[config.mk]
export PLATFORM = sky130hd
export DESIGN_NAME = fetch_unit_flat
export DESIGN_NICKNAME = d
export VERILOG_FILES = /design/src/rtl/fetch_unit_pkg.sv /design/src/rtl/fetch_unit_if.sv /design/src/rtl/fetch_unit_pc_counter.sv /design/src/rtl/fetch_unit.sv /design/src/flat_wrapper.sv
export SDC_FILE = /design/constraint.sdc
export NUM_CORES = 1
export LEC_CHECK = 0
export CAP_MARGIN = 30
export CORE_MARGIN = 1.5
export CORE_UTILIZATION = 45
export CTS_BUF_LIST = sky130_fd_sc_hd__clkbuf_4
export DETAILED_ROUTE_END_ITERATION = 8
export PLACE_DENSITY = 0.93
export SLEW_MARGIN = 5
export SYNTH_ARGS = -nofsm -noshare
export SYNTH_HDL_FRONTEND = slang
export SYNTH_SLANG_ARGS = --single-unit
[constraint.sdc]
create_clock -name i_clk -period 3.5 [get_ports i_clk]
set_input_delay 0.35 -clock i_clk [delete_from_list [all_inputs] [get_ports i_clk]]
set_output_delay 0.35 -clock i_clk [all_outputs]
set_load 0.05 [all_outputs]
[src/rtl/fetch_unit_pkg.sv]
// -----------------------------------------------------------------------------
// cpu_pkg: constants and types shared by the fetch stage and the register
// blocks that sit downstream of it.
//   DATA_W        : instruction word width (matches the IR)
//   ADDR_W        : program counter / memory address width
//   fetch_state_t : fetch sequencer states
// -----------------------------------------------------------------------------
package cpu_pkg;

    localparam int DATA_W = 16;
    localparam int ADDR_W = 16;

    typedef enum logic [2:0] {
        IDLE = 3'd0,
        REQ  = 3'd1,
        WAIT = 3'd2,
        LOAD = 3'd3,
        HOLD = 3'd4
    } fetch_state_t;

endpackage

[src/rtl/fetch_unit_if.sv]
// -----------------------------------------------------------------------------
// fetch_mem_if: instruction memory read port.
//   mem_req    : read request, held until granted
//   mem_addr   : read address, meaningful while mem_req is high
//   mem_gnt    : memory accepts the request in this cycle
//   mem_rvalid : mem_rdata carries the read word in this cycle
//   mem_rdata  : read word
// Handshake: a request is transferred on the cycle where mem_req and mem_gnt
// are both high; the requester keeps mem_req and mem_addr stable until then.
// Exactly one mem_rvalid pulse answers each transferred request, at any later
// cycle. Only one request is ever outstanding.
// Modports: master = fetch unit, slave = memory.
// -----------------------------------------------------------------------------
interface fetch_mem_if import cpu_pkg::*; ();

    logic              mem_req;
    logic [ADDR_W-1:0] mem_addr;
    logic              mem_gnt;
    logic              mem_rvalid;
    logic [DATA_W-1:0] mem_rdata;

    modport master (
        output mem_req,
        output mem_addr,
        input  mem_gnt,
        input  mem_rvalid,
        input  mem_rdata
    );

    modport slave (
        input  mem_req,
        input  mem_addr,
        output mem_gnt,
        output mem_rvalid,
        output mem_rdata
    );

endinterface

[src/rtl/fetch_unit_pc_counter.sv]
// -----------------------------------------------------------------------------
// pc_counter: program counter register.
//   i_clk, i_rst_n : clock, asynchronous active-low reset (PC <= RESET_PC)
//   i_set          : load i_set_val (branch target)
//   i_set_val      : value to load
//   i_inc          : increment by one, wrapping modulo 2^ADDR_W
//   o_pc           : current PC
// Set has priority over increment; the fetch FSM never asserts both.
// -----------------------------------------------------------------------------
module pc_counter import cpu_pkg::*; #(
    parameter logic [ADDR_W-1:0] RESET_PC = '0
) (
    input  logic              i_clk,
    input  logic              i_rst_n,
    input  logic              i_set,
    input  logic [ADDR_W-1:0] i_set_val,
    input  logic              i_inc,
    output logic [ADDR_W-1:0] o_pc
);

    logic [ADDR_W-1:0] r_pc;

    always_ff @(posedge i_clk or negedge i_rst_n) begin
        if (!i_rst_n) begin
            r_pc <= RESET_PC;
        end else if (i_set) begin
            r_pc <= i_set_val;
        end else if (i_inc) begin
            r_pc <= r_pc + ADDR_W'(1);
        end
    end

    assign o_pc = r_pc;

endmodule

[src/rtl/fetch_unit.sv]
// -----------------------------------------------------------------------------
// fetch_unit: instruction fetch stage feeding the 16-bit instruction register.
// Reads one word per fetch over the req/gnt + rvalid port, presents it to the
// IR as a one-cycle load strobe, advances the PC and then holds for the core.
// Ports:
//   i_clk, i_rst_n   : clock, asynchronous active-low reset
//   i_start          : leave IDLE and fetch at the current PC
//   i_halt           : go IDLE once the fetch in flight completes
//   i_next           : core consumed the IR; fetch the next word
//   i_branch         : load PC from i_branch_addr (IDLE / HOLD only)
//   i_branch_addr    : branch target
//   mem              : memory read port (fetch_mem_if.master)
//   o_ir_load        : one-cycle IR load strobe
//   o_ir_data        : IR word, valid with o_ir_load (0 otherwise)
//   o_pc             : current PC
//   o_busy           : high in every state but IDLE
//   o_fetch_err      : one-cycle watchdog pulse
//   o_state          : FSM state, for observation
// Build option FETCH_TIMEOUT_EN: adds a WAIT-state watchdog of TIMEOUT_CYCLES
// cycles; without it WAIT waits forever and o_fetch_err is tied low.
// -----------------------------------------------------------------------------
module fetch_unit import cpu_pkg::*; #(
    parameter logic [ADDR_W-1:0] RESET_PC = '0
`ifdef FETCH_TIMEOUT_EN
    ,
    parameter int TIMEOUT_CYCLES = 64
`endif
) (
    input  logic              i_clk,
    input  logic              i_rst_n,
    input  logic              i_start,
    input  logic              i_halt,
    input  logic              i_next,
    input  logic              i_branch,
    input  logic [ADDR_W-1:0] i_branch_addr,
    fetch_mem_if.master       mem,
    output logic              o_ir_load,
    output logic [DATA_W-1:0] o_ir_data,
    output logic [ADDR_W-1:0] o_pc,
    output logic              o_busy,
    output logic              o_fetch_err,
    output fetch_state_t      o_state
);

    fetch_state_t      r_state;
    fetch_state_t      w_next_state;
    logic [DATA_W-1:0] r_buf;
    logic              r_halt_pend;
    logic              w_pc_set;
    logic              w_pc_inc;
    logic              w_halt;
    logic              w_timeout;
    logic [ADDR_W-1:0] w_pc;

`ifdef FETCH_TIMEOUT_EN
    localparam int CNT_W = $clog2(TIMEOUT_CYCLES + 1);
    localparam logic [CNT_W-1:0] CNT_LAST = CNT_W'(TIMEOUT_CYCLES - 1);
    logic [CNT_W-1:0] r_wait_cnt;

    // Counts cycles spent in WAIT; any other state clears it, so it is zero
    // on every entry to WAIT.
    always_ff @(posedge i_clk or negedge i_rst_n) begin
        if (!i_rst_n) begin
            r_wait_cnt <= '0;
        end else if (r_state == WAIT) begin
            r_wait_cnt <= r_wait_cnt + CNT_W'(1);
        end else begin
            r_wait_cnt <= '0;
        end
    end

    assign w_timeout = (r_state == WAIT) && !mem.mem_rvalid && (r_wait_cnt == CNT_LAST);
`else
    assign w_timeout = 1'b0;
`endif

    // A halt requested while a fetch is in flight is remembered and honoured
    // at the next HOLD; leaving the in-flight states drops it.
    always_ff @(posedge i_clk or negedge i_rst_n) begin
        if (!i_rst_n) begin
            r_halt_pend <= 1'b0;
        end else if (r_state == REQ || r_state == WAIT || r_state == LOAD) begin
            r_halt_pend <= r_halt_pend | i_halt;
        end else begin
            r_halt_pend <= 1'b0;
        end
    end

    assign w_halt = i_halt | r_halt_pend;

    always_ff @(posedge i_clk or negedge i_rst_n) begin
        if (!i_rst_n) begin
            r_state <= IDLE;
            r_buf   <= '0;
        end else begin
            r_state <= w_next_state;
            if (r_state == WAIT && mem.mem_rvalid) begin
                r_buf <= mem.mem_rdata;
            end
        end
    end

    always_comb begin
        w_next_state = r_state;
        w_pc_set     = 1'b0;
        w_pc_inc     = 1'b0;
        case (r_state)
            IDLE: begin
                w_pc_set = i_branch;
                if (i_start) begin
                    w_next_state = REQ;
                end
            end
            REQ: begin
                if (mem.mem_gnt) begin
                    w_next_state = WAIT;
                end
            end
            WAIT: begin
                if (mem.mem_rvalid) begin
                    w_next_state = LOAD;
                end else if (w_timeout) begin
                    w_next_state = IDLE;
                end
            end
            LOAD: begin
                w_pc_inc     = 1'b1;
                w_next_state = HOLD;
            end
            HOLD: begin
                // Halt beats branch beats next; branch+next fetches the target.
                if (w_halt) begin
                    w_next_state = IDLE;
                end else if (i_branch) begin
                    w_pc_set     = 1'b1;
                    w_next_state = REQ;
                end else if (i_next) begin
                    w_next_state = REQ;
                end
            end
            default: w_next_state = IDLE;
        endcase
    end

    pc_counter #(
        .RESET_PC (RESET_PC)
    ) u_pc (
        .i_clk     (i_clk),
        .i_rst_n   (i_rst_n),
        .i_set     (w_pc_set),
        .i_set_val (i_branch_addr),
        .i_inc     (w_pc_inc),
        .o_pc      (w_pc)
    );

    assign mem.mem_req  = (r_state == REQ);
    assign mem.mem_addr = (r_state == REQ) ? w_pc : '0;
    assign o_ir_load    = (r_state == LOAD);
    assign o_ir_data    = (r_state == LOAD) ? r_buf : '0;
    assign o_pc         = w_pc;
    assign o_busy       = (r_state != IDLE);
    assign o_fetch_err  = w_timeout;
    assign o_state      = r_state;

endmodule

[src/flat_wrapper.sv]
// flat-port wrapper written by rule: the top's interface ports become plain ports
module fetch_unit_flat import cpu_pkg::*;
#(
    parameter logic [ADDR_W-1:0] RESET_PC = '0

)
  (i_clk, i_rst_n, i_start, i_halt, i_next, i_branch, i_branch_addr, o_ir_load, o_ir_data, o_pc, o_busy, o_fetch_err, o_state, mem_mem_req, mem_mem_addr, mem_mem_gnt, mem_mem_rvalid, mem_mem_rdata);
  fetch_mem_if mem_i ();
  input  logic i_clk;
  input  logic i_rst_n;
  input  logic i_start;
  input  logic i_halt;
  input  logic i_next;
  input  logic i_branch;
  input  logic [ADDR_W-1:0] i_branch_addr;
  output logic o_ir_load;
  output logic [DATA_W-1:0] o_ir_data;
  output logic [ADDR_W-1:0] o_pc;
  output logic o_busy;
  output logic o_fetch_err;
  output fetch_state_t o_state;
  output wire logic [$bits(mem_i.mem_req)-1:0] mem_mem_req;
  output wire logic [$bits(mem_i.mem_addr)-1:0] mem_mem_addr;
  input wire logic [$bits(mem_i.mem_gnt)-1:0] mem_mem_gnt;
  input wire logic [$bits(mem_i.mem_rvalid)-1:0] mem_mem_rvalid;
  input wire logic [$bits(mem_i.mem_rdata)-1:0] mem_mem_rdata;
  assign mem_mem_req = mem_i.mem_req;
  assign mem_mem_addr = mem_i.mem_addr;
  assign mem_i.mem_gnt = mem_mem_gnt;
  assign mem_i.mem_rvalid = mem_mem_rvalid;
  assign mem_i.mem_rdata = mem_mem_rdata;
  fetch_unit #(.RESET_PC(RESET_PC)) u_core (.i_clk(i_clk), .i_rst_n(i_rst_n), .i_start(i_start), .i_halt(i_halt), .i_next(i_next), .i_branch(i_branch), .i_branch_addr(i_branch_addr), .mem(mem_i), .o_ir_load(o_ir_load), .o_ir_data(o_ir_data), .o_pc(o_pc), .o_busy(o_busy), .o_fetch_err(o_fetch_err), .o_state(o_state));
endmodule
==> impl_metrics.toml <==
[timing]
worst_slew_pin_slew_ps = 906.6
setup_viol = 0
period_needed_ps = 3187
rsz0062_at_grt = "false"
setup_tns_ps = 0
report.final.slew_viol_count = 0
slew_headroom_pct = 39.34
timing.final.ws_setup_ps = 313.1
fin_crit_sh_pct = 91.05
skew_ps = 16.10
fmax_mhz = 313.8
whs_ps = 93.64
finalHoldViolations = 0

[synth]
yosys-top-cells-area = "dfrtp_1, and2_1, mux2_1, nand2_1, mux2_2"
synth_fa_ha_area_share_pct = 0.6289
synth_mux_area_share_pct = 9.057
synth-xor-area-share_pct = 3.522
synth-compound-area-share_pct = 9.686
synth-edff-count = 0
synthSimpleGateAreaFrac_pct = 27.74
synth-main-ff-cell = "dfrtp_1"
synth_top_cell_area_share_pct = 45.28
synth_top_family_by_area = "simple AND/OR/NAND/NOR gates"
synth.most_common_cell = "dfrtp_1"
ys_seq_elements = 36
synth_commonest_cells = "dfrtp_1, and2_1, nand2_1"
syn_nets = 247
synth_top_area_cell = "dfrtp_1"
synthArstFlopShare_pct = 100.0
seq_area_frac_synth_pct = 45.28
synth_cell_type_count = 42
syn-cell-area_um2 = 1989
yosysWarnings = 0
syn_area_per_cell_um2 = 9.657
synth_cells = 206

[critical_path]
crit_path_cell_trace = "nand2b_1 -> nor2_1 -> and2_1 -> clkdlybuf4s50_1"
crit_type = "register to output port"
cpPeakStageDelay_ps = 810
start_kind = "register"
slowest_stage = "clkdlybuf4s50_1"
arrival_ps = 2840
cp.required_ps = 3150
cp-end-kind = "output port"
reg2reg_slack_ps = 1550
path_max_fanout = 15

[route]
wl_per_cell_um = 14.39
routed_via_density = 5.330
drt-total-wl_um = 4965
drt_iter0_markers = 80
drc_errors = 0
vias = 1839
drtAntennaViolNets = 0
firstDrtPassIters = 4

[global_route]
grt_pass1_wl_um = 8390
first_global_vias = 1786
grt_start_max_net_pins = 37
grt_remaining_overflow = 0
grtUsageTotal_pct = 21.51
antenna_found_initial = 0

[layout]
nets = 336
antenna_cells = 0
synthToLayoutAreaGrowth_pct = 49.50
fin_area_um2 = 2974
drive_gt1_share_pct = 8.136

[clock_network]
cts_setup_buffers = 0
clk_latency_ps = 340
cts.clk_slew.worst_paths_ps = 110
tritoncts = "done"
cts_root_buf = "clkbuf_4"
postCtsResizedCells = 0
holdBufCountCts = 0
htreeDepth = 2
cts.sink_count = 36
cts_buffer_depth = 2
numCtsBuffers = 5

[placed_design]
place_congestion = 0.7671
dpl_cell_area_um2 = 2924
hpwl_um = 3685
post-place-ws_ps = 671.0
io_buffers = 93

[floorplan]
dieArea_um2 = 4829
fp.dieH_um = 69.49
die_w_um = 69.49
fp.coreArea_um2 = 4115
initial_utilization_pct = 48.34
rows = 23
io_pins = 95

[status]
outcome = "finished, final reports clean"

[power_and_ir_drop]
ir_worst_vdd_v = 0.0004860
powerDensity_nw_per_um2 = 975.9
total_power_w = 0.002902
total_leakage_power_nw = 1.194

[job]
drv_cap = 0

[worst_hold_path]
hold_class = "input pin to async pin"
-- sequential cells by signal, summed over array words and instances, names as in the netlist --
| signal | flops |
|---|---|
| u_core.r_halt_pend | 1 |
| u_core.o_state | 3 |
| u_core.r_buf | 16 |
| u_core.u_pc.o_pc | 16 |
-- metrics by stage --
step / util, % / instances
floorplan: - / 206
global placement: 71.06 / 338
detailed placement: 71.06 / 338
CTS: 72.27 / 345
global route: 72.27 / 345
finish: 72.27 / 345
-- report_power, final --
group | total (W) | internal, W | switching (W)
Sequential | 0.000829 | 0.000617 | 0.000212
Combinational | 0.00186 | 0.000670 | 0.00119
Clock | 0.000215 | 0.0000818 | 0.000133
Total | 0.00290 | 0.00137 | 0.00153
-- cell type report --
class,instances,area (um^2)
clock inverters,1,5.005
multi-input cells,154,1011
repair buffers,94,933.4
flip-flops and latches,36,900.9
clock buffers,6,45.04
fillers,320,1141
well taps,50,62.56
inverters,4,16.27
-- worst max-delay path, delay by kind of cell, from the launching register on --
kind	cells	cell delay (ps)
buffers and inverters	1	810
and+or+nand+nor	3	1110
DFF	1	570
-- layout by cell type (no fill, tap or decap), drive strengths merged, types with 7 or more instances in the layout --
| cell | instances |
|---|---|
| nand2 | 22 |
| o21ai | 17 |
| and2 | 32 |
| clkdlybuf4s50 | 92 |
| dfrtp | 36 |
| nor2 | 14 |
| xnor2 | 7 |
| mux2 | 16 |
-- layer usage --
layer,share of wire [%],track usage (%),vias up
met2,49,36.97,65
met5,0,0,-
met1,43,26.03,880
met3,6.6,5.087,9
met4,1.9,8.279,0
li1,-,-,885
-- logic make-up (layout without fill, tap and decap cells) --
kind of cell,count (synthesis),after routing
compound gates,32,32
xor+xnor,8,8
fa+ha+maj,1,1
buf+inv,16,105
flops,36,36
mux,16,16
other cells,1,1
simple gates,96,96
-- path summary, 6_finish.rpt --
check,startpoint,end,depth (start not counted)
setup / recovery,u_core.o_state[0]$_DFFE_PN0P_,mem_mem_addr[0],4
hold / removal,i_rst_n,u_core.r_buf[3]$_DFFE_PN0P_,1
setup reg to reg,u_core.o_state[0]$_DFFE_PN0P_,u_core.r_buf[15]$_DFFE_PN0P_,3
hold reg to reg,u_core.r_buf[10]$_DFFE_PN0P_,u_core.r_buf[10]$_DFFE_PN0P_,1
max in group asynchronous,i_rst_n,u_core.u_pc.o_pc[1]$_DFFE_PN0P_,1
min in group i_clk,u_core.r_buf[10]$_DFFE_PN0P_,u_core.r_buf[10]$_DFFE_PN0P_,1
(Power assumes the default switching activity.)
==> patch 1, RTL diff (same flow settings) <==
The option `FETCH_TIMEOUT_EN` is turned on by a define.
--- a/src/rtl/fetch_unit.sv
+++ b/src/rtl/fetch_unit.sv
@@ -20,4 +20,6 @@
 // cycles; without it WAIT waits forever and o_fetch_err is tied low.
 // -----------------------------------------------------------------------------
+`define FETCH_TIMEOUT_EN
+
 module fetch_unit import cpu_pkg::*; #(
     parameter logic [ADDR_W-1:0] RESET_PC = '0
Check against the original RTL: same outputs for any inputs over 10 cycles, from zero or initial values and one cycle with i_rst_n low; that may be too few to reach the edited logic, so the function may still have changed.
==> patch 1 against the original RTL <==
Largest power group unchanged. Sequential cell count up 7. Cell area rose by 16%. Setup slack better by 0.27 ns. Wire length up 21%. Synthesized cell count rose by 17%. Area after synthesis rose by 20%. Power up 12%. Critical path depth stayed put.
==> patch 1: results (changes against the original RTL) <==
stage;metric;value;unit;change
logic_synthesis;largest cells by area after synthesis;dfrtp_1 45%, and2_1 8.1%, mux2_4 6.3%;;
logic_synthesis;sequential share of the synthesized area;0.450;;-0.00304
worst_setup_path;reg-to-reg slack, setup;1.41;ns;-0.14 ns
placement;Port Buffer Count;94;;+1.1%
pwr;Worst VDD drop;423;uV;-13%
worst_setup_path;Worst path top cell family by delay;buffers and inverters;;
worst_setup_path;Arrival @ worst endpoint;2.57;ns;-0.27 ns
drt;total number of vias;2156;;+17%
clock_tree;clk_lat worst skew;0.35;ns;
layout;# nets final;375;;+12%
worst_setup_path;Reg2Reg Depth;4;;+1
outcome;status;complete, no violations;;
placement;Post-Place Setup Slack;0.979;ns;+0.308 ns
timing;Tightest Pin Transition;0.645;ns;-0.261 ns
worst_setup_path;crit-path max cell delay;0.81;ns;about the same
pwr;Leak;1.41;nW;+18%
drt;detailed router's first-iteration violation count;150;;+88%
drt;drt pass-1 iters;5;;+1
clock_tree;Reg clk slew, reported paths;0.13;ns;+0.02 ns
global_route;All-Layer GR Usage;0.217;;+0.00197
layout;fill count;444;;+39%
worst_setup_path;FF-to-FF End;u_core.r_buf[3];;
clock_tree;clk root buf;clkbuf_4;;
placement;gp weighted congestion;0.855;;+11%
drt;WL final;6030;um;+21%
logic_synthesis;synth unique cells;51;;+21%
worst_setup_path;RR Startpoint;u_core.o_state[1];;
global_route;GR Util met1;0.255;;-0.00502
global_route;met2 usage;0.379;;+0.00962
timing;skew final;0.0222;ns;+0.00615 ns
global_route;vias in the first global route;2145;;+20%
global_route;pin count of the biggest net entering global routing;44;;+19%
clock_tree;setup bufs post-CTS;0;;unchanged
layout;layout cells sized above 1;0.0961;;+0.0147
worst_setup_path;CP Max Fanout;11;;-4
timing;final hold slack;0.453;ns;+0.359 ns
placement;HPWL after DPL;4400;um;+20%
logic_synthesis;syn nets;284;;+15%
global_route;met3 usage;0.0651;;+0.0142
logic_synthesis;most common library cells after synthesis;43 x dfrtp_1, 31 x and2_1, 20 x nor2_1;;
global_route;global-route wire length before repair;10100;um;+21%
==> patch 1: metrics by stage <==
step	area [um^2]	cells
finish	3450	403
global route	3450	403
CTS	3420	401
detailed placement	3350	394
global placement	3350	394
floorplan	2390	242
==> patch 1: worst register-to-register path: stages, from the launching register on <==
cell	delay (ns)
dfrtp_1	0.59
inv_2	0.08
or3_1	0.55
nor2_8	0.37
mux2_2	0.38
==> patch 1: area by class of cell <==
cell class / instances / share of cell area
clock buffer: 6 / 0.0131
clock inverter: 1 / 0.00870
inverter: 8 / 0.00870
multi-input combinational: 177 / 0.348
sequential: 43 / 0.312
tap: 70 / 0.0254
timing repair buffer: 98 / 0.284
==> patch 1: cells by family after synthesis <==
group / after synthesis / share of synthesized area
compound gates: 40 / 0.115
xor+xnor: 6 / 0.0220
fa+ha+maj: 2 / 0.0105
buf+inv: 22 / 0.0481
flops: 43 / 0.450
mux: 17 / 0.0952
simple gates: 112 / 0.260
==> patch 1: power breakdown <==
part	leakage [nW]	total, mW	switching [mW]	internal [mW]
sequential	0.529	0.963	0.261	0.701
clock	0.0417	0.309	0.154	0.155
combinational	0.841	1.97	1.23	0.747
==> patch 1: worst max-delay path by stage <==
stage          slack, ns          endpoint  cells past startpoint               from
4_1_cts             0.55       o_fetch_err                      4  u_core.o_state[1]
5_1_grt             0.44     o_ir_data[11]                      5  u_core.o_state[0]
2_1_floorplan       0.72  mem_mem_addr[10]                      4  u_core.o_state[0]
6_report            0.58       o_fetch_err                      4  u_core.o_state[1]
3_3_place_gp        0.99       o_fetch_err                      4  u_core.o_state[1]
3_5_place_dp        0.98       o_fetch_err                      4  u_core.o_state[1]
==> patch 1: routing by layer <==
metal	share of wire	vias to the layer above
met5	0	-
met2	0.50	92
met1	0.41	1015
met4	0.011	0
met3	0.079	6
li1	-	1043
==> patch 2, RTL diff (config.mk and constraints unchanged) <==
Made on the original files. Register the output `o_fetch_err`, cleared by the reset; this adds one clock of latency there. The other outputs are not delayed to match. Comments in the files are not updated.
--- a/src/rtl/fetch_unit.sv
+++ b/src/rtl/fetch_unit.sv
@@ -160,5 +160,11 @@
     assign o_pc         = w_pc;
     assign o_busy       = (r_state != IDLE);
-    assign o_fetch_err  = w_timeout;
+    always_ff @(posedge i_clk or negedge i_rst_n) begin
+        if (!i_rst_n) begin
+            o_fetch_err <= '0;
+        end else begin
+            o_fetch_err <= w_timeout;
+        end
+    end
     assign o_state      = r_state;
 
Behaviour: unchanged (Yosys induction, for registers that start in step).
==> patch 2 against the original RTL <==
Sequential cell count is the same. Area after synthesis fell by 2.8%. Highest routed layer unchanged. Cell area shrank 0.38%. Setup slack better by 0.13 ns. Wire length increased by 2.2%. Non-clock buffer count up 2. Largest power group unchanged. Power grew 0.93%. Register-to-register slack got worse by 0.31 ns. Critical path depth is 1 higher.
==> patch 2: results (changes against the original RTL) <==
stage;metric;value;unit;change
pwr;Worst VDD drop;509;uV;+4.6%
global_route;vias in the first global route;1809;;+1.3%
global_route;initial antenna violation count;0;;unchanged
logic_synthesis;top_reg_cell synth;dfrtp_1;;
clock_tree;cts bufs inserted;5;;unchanged
drt;vias per std cell;5.51;;+3.4%
layout;layout cells sized above 1;0.0983;;+0.0169
placement;Port Buffer Count;93;;unchanged
pwr;Leak;1.20;nW;+0.13%
clock_tree;clock tree buffer depth;2;;unchanged
clock_tree;clk_lat worst skew;0.33;ns;
worst_hold_path;Hold Crit Class;in -> async;;
drt;routed wl met3;496;um;+51%
worst_setup_path;CP Max Fanout;19;;+4
logic_synthesis;asr flop ratio synth;1.00;;unchanged
drt;detailed router's first-iteration violation count;149;;+86%
timing;skew final;0.00603;ns;-0.0101 ns
drt;WL met2;2560;um;+5.8%
logic_synthesis;Ys Warns;0;;unchanged
logic_synthesis;most common library cells after synthesis;36 x dfrtp_1, 32 x and2_1, 22 x nand2_1;;
placement;gp weighted congestion;0.914;;+19%
clock_tree;hold buffers post-CTS;0;;unchanged
logic_synthesis;largest cells by area after synthesis;dfrtp_1 47%, and2_1 10%, mux2_2 9.3%;;
layout;fill count;306;;-4.4%
global_route;pin count of the biggest net entering global routing;37;;unchanged
layout;# nets final;335;;-0.30%
global_route;All-Layer GR Usage;0.229;;+0.0136
placement;Post-Place Setup Slack;0.804;ns;+0.133 ns
global_route;global-route wire length before repair;7990;um;-4.8%
drt;drt pass-1 iters;4;;unchanged
clock_tree;CTS H-tree depth;2;;unchanged
clock_tree;Resized cells post-CTS;0;;unchanged
layout;# diodes;0;;unchanged
clock_tree;clk root buf;clkbuf_4;;
drt;wire length on met1;1920;um;-9.5%
logic_synthesis;syn nets;242;;-2.0%
worst_setup_path;Arrival @ worst endpoint;2.71;ns;-0.13 ns
placement;HPWL after DPL;3890;um;+5.5%
logic_synthesis;synth unique cells;38;;-9.5%
outcome;status;complete, no violations;;
drt;routed length per placed instance;14.7;um;+2.2%
clock_tree;setup bufs post-CTS;0;;unchanged
drt;top layer in use;met4;;
placement;Placed Area;0.00291;mm^2;-0.60%
clock_tree;Reg clk slew, reported paths;0.10;ns;
timing;relative slew slack;0.453;;+0.0597
logic_synthesis;sequential share of the synthesized area;0.466;;+0.0129
==> patch 2: cell count changes in the layout (fill, tap and decap cells not counted), sizes merged, moves of 2 or more <==
| cell | unedited run | this run |
|---|---|---|
| a31oi | 2 | 5 |
| buf | 2 | 4 |
| nand2b | 3 | 1 |
| nand4 | 3 | 5 |
| nor2 | 14 | 10 |
| nor3 | 6 | 3 |
| o21ai | 17 | 12 |
| or3 | 1 | 4 |
| or4 | 0 | 3 |
| xnor2 | 7 | 2 |
| xor2 | 1 | 3 |
==> patch 2: kinds of logic after synthesis <==
group | after synthesis | share of synthesized area
AOI/OAI and AO/OA | 34 | 0.113
other | 1 | 0.00194
muxes | 16 | 0.0931
and+or+nand+nor | 94 | 0.267
xor gates and xnor gates | 5 | 0.0226
buffers and inverters | 14 | 0.0304
DFF | 36 | 0.466
adders and majority gates | 1 | 0.00647
==> patch 2: layout make-up <==
cell class	count	area (um^2)	share of cell area
Clock inverter	1	3.75	0.00127
Tap cell	50	62.6	0.0211
Multi-Input combinational cell	151	980	0.331
Inverter	4	15.0	0.00507
Sequential cell	36	901	0.304
Timing Repair Buffer	96	948	0.320
Clock buffer	7	52.6	0.0177
==> patch 2: metal layers <==
| layer | GRT usage | vias up |
|---|---|---|
| met1 | 0.256 | 891 |
| met2 | 0.405 | 105 |
| met5 | 0 | - |
| met4 | 0.103 | 0 |
| li1 | - | 892 |
| met3 | 0.0601 | 13 |
==> patch 2: per-stage QoR <==
| step | std cells | hold WS (ns) |
|---|---|---|
| finish | 345 | 0.106 |
| global route | 345 | 0.164 |
| CTS | 345 | 0.112 |
| detailed placement | 337 | 0.485 |
| global placement | 337 | 0.479 |
| floorplan | 201 | 0.0544 |
==> patch 2: critical path: stages, from the launching register on <==
cell and delay (ns):
dfrtp_1 0.57, nand3b_4 0.26, clkinv_1 0.38, buf_4 0.32, and2_1 0.16, clkdlybuf4s50_1 0.69
==> patch 2: report_power, final <==
group	switching [mW]	internal, mW	total, mW
Sequential	0.220	0.617	0.837
Combinational	1.19	0.687	1.87
Clock	0.127	0.0928	0.219
==> patch 2: final timing paths <==
check / end / cells past startpoint / startpoint / slack (ns)
max: o_ir_data[9] / 5 / u_core.o_state[2] / 0.44
min: u_core.u_pc.o_pc[8] / 1 / i_rst_n / 0.11
max reg2reg: u_core.u_pc.o_pc[3] / 6 / u_core.o_state[2] / 1.24
min reg2reg: u_core.r_buf[12] / 1 / u_core.r_buf[12] / 0.51
max in group asynchronous: u_core.r_buf[0] / 1 / i_rst_n / 2.88
min in group i_clk: u_core.r_buf[12] / 1 / u_core.r_buf[12] / 0.51
